`src/rtl/mem_wb_stage_pkg.sv`:
```
// Shared types for the MEM/WB stage: FSM encoding, flag bit positions,
// register-index and data widths, and the writeback bundle.
package mem_wb_stage_pkg;
  typedef enum logic {IDLE = 1'b0, WAIT = 1'b1} state_e;

  localparam int FLAG_N = 3;
  localparam int FLAG_Z = 2;
  localparam int FLAG_C = 1;
  localparam int FLAG_V = 0;
  localparam int REG_W  = 3;
  localparam int DATA_W = 32;

  typedef struct packed {
    logic [DATA_W-1:0] aluOut;
    logic [DATA_W-1:0] memData;
    logic [REG_W-1:0]  rd1;
    logic [REG_W-1:0]  rd2;
    logic              regWrite1;
    logic              regWrite2;
    logic              isLoad;
    logic [3:0]        nzcv;
    logic [3:0]        flagEn;
  } wb_t;

  function automatic logic [3:0] load_flags(input logic [7:0] b);
    logic [3:0] f;
    f         = '0;
    f[FLAG_N] = b[7];
    f[FLAG_Z] = (b == 8'd0);
    return f;
  endfunction
endpackage

```
`src/rtl/data_mem_bytes.sv`:
```
// Byte-wide local data memory: synchronous write, combinational read, no reset.
module data_mem_bytes #(
  parameter int DEPTH_LOG2 = 8
) (
  input  logic                  clk,
  input  logic                  we,
  input  logic [DEPTH_LOG2-1:0] addr,
  input  logic [7:0]            wdata,
  output logic [7:0]            rdata
);
  logic [7:0] mem_q [0:(1<<DEPTH_LOG2)-1];

  always_ff @(posedge clk)
    if (we) mem_q[addr] <= wdata;

  assign rdata = mem_q[addr];
endmodule

```
`src/rtl/mem_wb_stage.sv`:
```
// Memory-access stage and MEM/WB register with multi-cycle data-memory latency.
// Optional MEM_FLAGS_EN: load-result flags override ALU flags per enable bit.
module mem_wb_stage
  import mem_wb_stage_pkg::*;
#(
  parameter int MEM_LATENCY    = 2,
  parameter int MEM_DEPTH_LOG2 = 8
) (
  input  logic              clk,
  input  logic              reset,
  input  logic              memRd_in,
  input  logic              memWt_in,
  input  logic [31:0]       memAddr_in,
  input  logic [7:0]        storeData_in,
  input  logic [DATA_W-1:0] aluOut_in,
  input  logic [REG_W-1:0]  rd1_in,
  input  logic [REG_W-1:0]  rd2_in,
  input  logic              regWrite1_in,
  input  logic              regWrite2_in,
  input  logic [3:0]        aluNZCV_in,
  input  logic [3:0]        aluFlagEn_in,
  input  logic [3:0]        memFlagEn_in,
  output logic              stall,
  output logic [DATA_W-1:0] wb_aluOut,
  output logic [DATA_W-1:0] wb_memData,
  output logic [REG_W-1:0]  wb_rd1,
  output logic [REG_W-1:0]  wb_rd2,
  output logic              wb_regWrite1,
  output logic              wb_regWrite2,
  output logic              wb_isLoad,
  output logic [3:0]        wb_NZCV,
  output logic [3:0]        wb_flagEn
);
  localparam logic [2:0] LAT_M1 = (MEM_LATENCY > 0) ? 3'(MEM_LATENCY - 1) : 3'd0;

  state_e     state_q, state_d;
  logic [2:0] cnt_q, cnt_d;
  logic       done_q, done_d;
  wb_t        wb_q, wb_d;
  logic       req, stall_c, complete, is_load, mem_we;
  logic [7:0] rdata;

  assign req     = memRd_in | memWt_in;
  assign is_load = memRd_in & ~memWt_in;

  // done_q marks that the held request has already paid its latency,
  // so the next IDLE cycle completes it instead of restarting the wait.
  always_comb begin
    state_d  = state_q;
    cnt_d    = cnt_q;
    done_d   = done_q;
    stall_c  = 1'b0;
    complete = 1'b0;
    case (state_q)
      IDLE: if (req) begin
        if (MEM_LATENCY == 0 || done_q) begin
          complete = 1'b1;
          done_d   = 1'b0;
        end else begin
          stall_c = 1'b1;
          cnt_d   = LAT_M1;
          if (LAT_M1 == 3'd0) done_d  = 1'b1;
          else                state_d = WAIT;
        end
      end
      WAIT: begin
        stall_c = 1'b1;
        cnt_d   = cnt_q - 3'd1;
        if (cnt_d == 3'd0) begin
          state_d = IDLE;
          done_d  = 1'b1;
        end
      end
      default: state_d = IDLE;
    endcase
  end

  assign stall  = stall_c & reset;
  assign mem_we = complete & memWt_in & reset;

  data_mem_bytes #(.DEPTH_LOG2(MEM_DEPTH_LOG2)) u_dmem (
    .clk   (clk),
    .we    (mem_we),
    .addr  (memAddr_in[MEM_DEPTH_LOG2-1:0]),
    .wdata (storeData_in),
    .rdata (rdata)
  );

  logic unused_addr_hi;
  assign unused_addr_hi = ^memAddr_in[31:MEM_DEPTH_LOG2];

`ifdef MEM_FLAGS_EN
  logic [3:0] lflags;
  assign lflags = load_flags(rdata);
`else
  logic unused_flag_en;
  assign unused_flag_en = ^memFlagEn_in;
`endif

  always_comb begin
    wb_d = wb_q;
    if (stall_c) begin
      wb_d.regWrite1 = 1'b0;
      wb_d.regWrite2 = 1'b0;
      wb_d.isLoad    = 1'b0;
      wb_d.flagEn    = 4'b0;
    end else begin
      wb_d.aluOut    = aluOut_in;
      wb_d.memData   = {{(DATA_W-8){1'b0}}, rdata};
      wb_d.rd1       = rd1_in;
      wb_d.rd2       = rd2_in;
      wb_d.regWrite1 = regWrite1_in;
      wb_d.regWrite2 = regWrite2_in;
      wb_d.isLoad    = is_load;
      wb_d.nzcv      = aluNZCV_in;
      wb_d.flagEn    = aluFlagEn_in;
`ifdef MEM_FLAGS_EN
      if (is_load)
        for (int i = 0; i < 4; i++)
          if (memFlagEn_in[i]) begin
            wb_d.nzcv[i]   = lflags[i];
            wb_d.flagEn[i] = 1'b1;
          end
`endif
    end
  end

  always_ff @(posedge clk or negedge reset) begin
    if (!reset) begin
      state_q <= IDLE;
      cnt_q   <= 3'd0;
      done_q  <= 1'b0;
      wb_q    <= '0;
    end else begin
      state_q <= state_d;
      cnt_q   <= cnt_d;
      done_q  <= done_d;
      wb_q    <= wb_d;
    end
  end

  assign wb_aluOut    = wb_q.aluOut;
  assign wb_memData   = wb_q.memData;
  assign wb_rd1       = wb_q.rd1;
  assign wb_rd2       = wb_q.rd2;
  assign wb_regWrite1 = wb_q.regWrite1;
  assign wb_regWrite2 = wb_q.regWrite2;
  assign wb_isLoad    = wb_q.isLoad;
  assign wb_NZCV      = wb_q.nzcv;
  assign wb_flagEn    = wb_q.flagEn;
endmodule

```
`config.mk`:
```
export PLATFORM = sky130hd
export DESIGN_NAME = mem_wb_stage
export DESIGN_NICKNAME = d
export VERILOG_FILES = /design/src/rtl/mem_wb_stage_pkg.sv /design/src/rtl/data_mem_bytes.sv /design/src/rtl/mem_wb_stage.sv
export SDC_FILE = /design/constraint.sdc
export NUM_CORES = 2
export LEC_CHECK = 0
export ABC_AREA = 1
export BUFFER_PORTS_ARGS = -buffer_cell sky130_fd_sc_hd__buf_2
export CORE_AREA = 2 2 445 447
export CTS_BUF_LIST = sky130_fd_sc_hd__clkbuf_2 sky130_fd_sc_hd__clkbuf_4 sky130_fd_sc_hd__clkbuf_8
export DETAILED_ROUTE_END_ITERATION = 6
export DIE_AREA = 0 0 447 449
export PLACE_DENSITY = 0.62
export SLEW_MARGIN = 20
export SYNTH_ARGS = -nofsm -noshare
export SYNTH_HDL_FRONTEND = slang
export SYNTH_HIERARCHICAL = 1
export SYNTH_SLANG_ARGS = --single-unit
```
`constraint.sdc`:
```
create_clock -name clk -period 2.82 [get_ports clk]
set_input_delay 0.846 -clock clk [delete_from_list [all_inputs] [get_ports clk]]
set_output_delay 0.846 -clock clk [all_outputs]
set_load 0.01 [all_outputs]
```
# Yosys cells after proc, flatten, opt, wreduce, memory -nomap -nowiden
# Memories as Yosys holds them, arrays and structs flattened. A register that Yosys moved wholly into a read port is not among the register bits.
# Cells that the tools add are included.
# classes
multipliers	0
n_div	0
n_addsub	1
shifts	0
reduce_logical	5
n_mux	18
order_cmp	0
n_bitwise	7
eq_ne	3
# ops
cell	count
$mux W1	10
$mux W3	3
$pmux W1 S2	3
$pmux W3 S2	1
$and A1 B1 Y1	4
$mux W4	1
$ne A2 B2 Y1 const B	2
$reduce_and A2 Y1	2
$logic_not A3 Y1	1
$sub A3 B1 Y3 const B	1
$logic_not A1 Y1	2
$ne A2 B1 Y1 const B	1
$not A1 Y1	2
$or A1 B1 Y1	1
# word_totals
elab_cells	46
mem_count	1
latch_bits	0
register_bits	54
output_inout_bits	82
rom_bits	0
ram_bits	2048
# mem_list
memory	words	word_bits	rd	rd_ports_with_merged_regs	wr	line_no	text
u_dmem.mem_q	256	8	1	1	1	data_mem_bytes.sv:11	logic [7:0] mem_q [0:(1<<DEPTH_LOG2)-1];

# Longest topological paths before layout
# depth
depth_word	7
ltp_mapped	17
mapped_depth_nobuf	15

# By module
# The synthesis kept the hierarchy.
# modules_own_cells
module	seq_area_each_um2	cells_per_inst	n_inst	area_per_inst_um2
data_mem_bytes	61499.0	8013	1	84696.2
mem_wb_stage	1551.5	308	1	2876.5

# Worst setup path before layout
# No wires, ideal clock.
# synth_path
kind	input port to flip-flop
start	in memAddr_in[1]
end	mem u_dmem.mem_q[234][0], enable pin
setup_time_ns	0.370
slack_ns	0.134
path_stages	10
n_path_buf	4
required_time_ns	2.450
arrival_ns	2.316
cell_sequence	buf_4 > inv_4 > nor2_8 > buf_4 > buf_4 > inv_2 > nor2_1 > nand2_1 > clkbuf_1 > nor2_1
# synth_lines
element	line_no	text
start, declared	mem_wb_stage.sv:13	input logic [31:0] memAddr_in,
end, declared	data_mem_bytes.sv:11	
# No word-level cell before the write port.

# Final worst setup path
# layout_path
start	reg state_q
end	out stall
# layout_via
elab_chain_len	3
# layout_lines
element	line_no	text
start, declared	mem_wb_stage.sv:36	state_e state_q, state_d;
start signal, assigned	mem_wb_stage.sv:135	state_q <= state_d;
$not A1 Y1	n/a	
$pmux W1 S2 (*)	mem_wb_stage.sv:54	case (state_q)
$and A1 B1 Y1 (*)	mem_wb_stage.sv:78	assign stall = stall_c & reset;
end, declared	mem_wb_stage.sv:23	output logic stall,
# Every way passes the cells marked *; elsewhere a longest branch is shown, timed or not.

==> results.json <==
{
  "p_comb_frac": 0.091,
  "fin_crit_ns": 2.781,
  "synth_warnings": 6,
  "pwr-share-clk": 0.386,
  "first_pass_iters": 6,
  "synthCells": 8321,
  "crit_buf_inv": 3,
  "mostFrequentLayoutCells": "4827 x nand2_1, 2048 x edfxtp_1, 545 x buf_4",
  "initial_utilization": 0.4464,
  "layoutNonFillerInstCount": 11994,
  "grt_max_degree": 85,
  "cellPowerDensity_nw_per_um2": 646.0,
  "dr_wl_met2_um": 112700,
  "swShare": 0.2409,
  "area_delta_synth_final_pct": 18.42,
  "gp_congestion": 0.9031,
  "die-area_um2": 200700,
  "switchingPower_mw": 16.14,
  "tightest_slew_ns": 0.8699,
  "cp_top_family": "flip-flops",
  "chipHeight_um": 449,
  "fmax_mhz": 359.5,
  "cp_max_fo": 3,
  "required_ns": 1.97,
  "synth_top_cell_area_share": 0.7023,
  "drc": 0,
  "cp-end-kind": "primary output",
  "outcome": "completed",
  "grt_antenna_before_repair": 7,
  "grt_pass1_wl_um": 358000,
  "slowest_stage": "dfrtp_1",
  "final_common_cell": "nand2_1",
  "power.static_leakage_nw": 42.81,
  "syn-mean-instance-area_um2": 10.52,
  "viasPerCell": 5.098,
  "grt_pass1_vias": 59409,
  "path_class": "register to primary output",
  "vias": 61145,
  "rsz0062_at_grt": "yes",
  "numCtsBuffers": 356,
  "synthTopCellsByArea": "edfxtp_1 70%, nand2_1 21%, dfrtp_1 1.8%, nand3_1 1.7%, nor2_1 1.6%",
  "intPower_mw": 50.86,
  "root_buffer": "clkbuf_8",
  "cts_buffer_depth": 4,
  "power_mw": 66.99,
  "irDropWorstVdd_mv": 0.5677,
  "port_buffers": 125,
  "slowest_delay_ns": 0.39,
  "yosysSeqAreaShare": 0.7200,
  "ant_nets": 0,
  "top_layer": "met5",
  "ios": 178,
  "finalSetupViolations": 0,
  "die_w_um": 447,
  "htreeDepth": 5,
  "slew_viol_final": 0,
  "grt_usage": 0.2360,
  "yosysUniqueCellTypes": 28,
  "timing.final.crit_share": 0.9863,
  "pwr-share-seq": 0.523,
  "rows": 163,
  "ys_seq_elements": 2110,
  "clock_latency_ns": 1.06,
  "drive_gt1_frac": 0.1458,
  "wl_per_cell_um": 19.92,
  "syn_area_um2": 87570,
  "hold_violations": 0,
  "coreArea_um2": 196200,
  "drt_iter0_markers": 5846,
  "wl_met3_um": 17790,
  "maxSlewHeadroom": 0.4179,
  "path_clk_slew_ns": 0.06,
  "overflow": 0,
  "cts_tree": "built",
  "timing.hold.worst.class": "input pin to register",
  "crit_path_start_kind": "register",
  "fin_skew_ns": 0.04226,
  "wl_met1_um": 100100,
  "dp_cells": 11327,
  "cts_sinks": 2110,
  "worstPathCellList": "inv_2 -> buf_12 -> nand2_8 -> nand2_4 -> nor2_2 -> buf_2",
  "cp.arrival_ns": 1.94,
  "yosys.area.top_type": "edfxtp_1",
  "place_hpwl_um": 147900,
  "wirelength_um": 239000,
  "finalNetCount": 9204,
  "drv_cap": 0
}
-- area by class of cell --
class	instances	area, µm²
Multi-Input combinational cell	5722	22250
Clock buffer	468	5784
Clock inverter	132	778.2
Timing Repair Buffer	866	8300
Fill cell	16892	92490
Sequential cell	2110	63050
Antenna cell	6	15.01
Inverter	50	221.5
Tap cell	2640	3303
-- stage by stage --
step / cell area, µm² / worst slack, ns / utilization / hold slack, ns / TNS (ns)
final: 103700 / 0.03854 / 0.5286 / 0.1195 / 0
after global routing: 103700 / -0.06590 / 0.5285 / 0.07680 / -0.06590
after CTS: 103700 / -0.07196 / 0.5285 / 0.005220 / -0.07196
after detailed placement: 96420 / -0.5432 / 0.4914 / 0.4904 / -333.88
after global placement: 96420 / -0.5505 / 0.4914 / 0.4825 / -310.73
after floorplan: 87660 / 0.1337 / - / 0.4771 / 0
-- synth_stat cells --
cell type  number
dfrtp_1        62
nand2_4         1
nor3_1          1
buf_2         190
nand3b_1        1
inv_4           2
nand2_1      4832
buf_1          52
nor2_1        371
clkbuf_1      170
o21ai_1       119
nor2_4          1
nand2_8         1
o21ai_0        42
nand2_2         1
o21ai_4         1
a21oi_1        32
edfxtp_1     2048
inv_2           4
ha_1            2
nand3_2         2
buf_6          20
buf_4          30
or2_2           1
nor2_8          1
conb_1          1
nand3_1       289
inv_1          44
-- worst paths after layout --
path	slack, ns	endpoint	cells past startpoint	start
max	0.04	stall	6	state_q$_DFF_PN0_
min reg2reg	0.50	wb_aluOut[24]$_DFFE_PN0N_	2	wb_aluOut[24]$_DFFE_PN0N_
min in group asynchronous	0.57	wb_aluOut[25]$_DFFE_PN0N_	3	reset
max in group asynchronous	1.70	wb_aluOut[15]$_DFFE_PN0N_	3	reset
max reg2reg	0.12	u_dmem/mem_q[9][1]$_DFFE_PP_	9	state_q$_DFF_PN0_
min	0.12	wb_isLoad$_DFF_PN0_	3	memRd_in
-- worst min-delay path: stages --
cell     delay (ns)
buf_2          0.14
nand2_1        0.07
nor2_1         0.04
-- metal layers --
| layer | global-route usage | vias to the layer above |
|---|---|---|
| li1 | - | 28906 |
| met1 | 0.3194 | 29497 |
| met2 | 0.3821 | 2263 |
| met3 | 0.04070 | 475 |
| met4 | 0.08773 | 4 |
| met5 | 0 | - |
-- power by group through the flow --
stage / combinational (mW) / sequential [mW] / clock, mW
after global routing: 6.66 / 35.1 / 27.7
after floorplan: 2.80 / 35.8 / 0
after CTS: 6.08 / 35.0 / 26.4
after global placement: 5.61 / 35.7 / 0
after detailed placement: 5.68 / 35.7 / 0
final: 6.10 / 35.0 / 25.9
-- flip-flops by register name, summed over array words and instances (netlist names) --
name          flops
u_dmem/mem_q   2048
wb_aluOut        32
wb_memData        8
wb_NZCV           4
wb_flagEn         4
cnt_q             3
wb_rd1            3
wb_rd2            3
done_q            1
state_q           1
wb_isLoad         1
wb_regWrite1      1
wb_regWrite2      1
-- repair_timing --
action	CTS	global route
hold buffers	49	0
cloned	4	0
endpoints found under the hold margin	110	0
resized for setup	9	1
setup endpoints to repair	1	1
pin swaps	2	2
setup buffers	7	2
-- cell families (layout without fill, tap and decap cells) --
group / after synthesis / count (layout) / share of synthesized area
AND/OR/NAND/NOR: 5502 / 5502 / 0.2408
flip-flops: 2110 / 2110 / 0.7200
buffers and inverters: 512 / 1516 / 0.02772
AO/OA/AOI/OAI: 194 / 194 / 0.01122
adder cells (fa/ha/maj): 2 / 2 / 0.0002857
other: 1 / 30 / 0.00004282
Power figures use the tool's default switching activity.
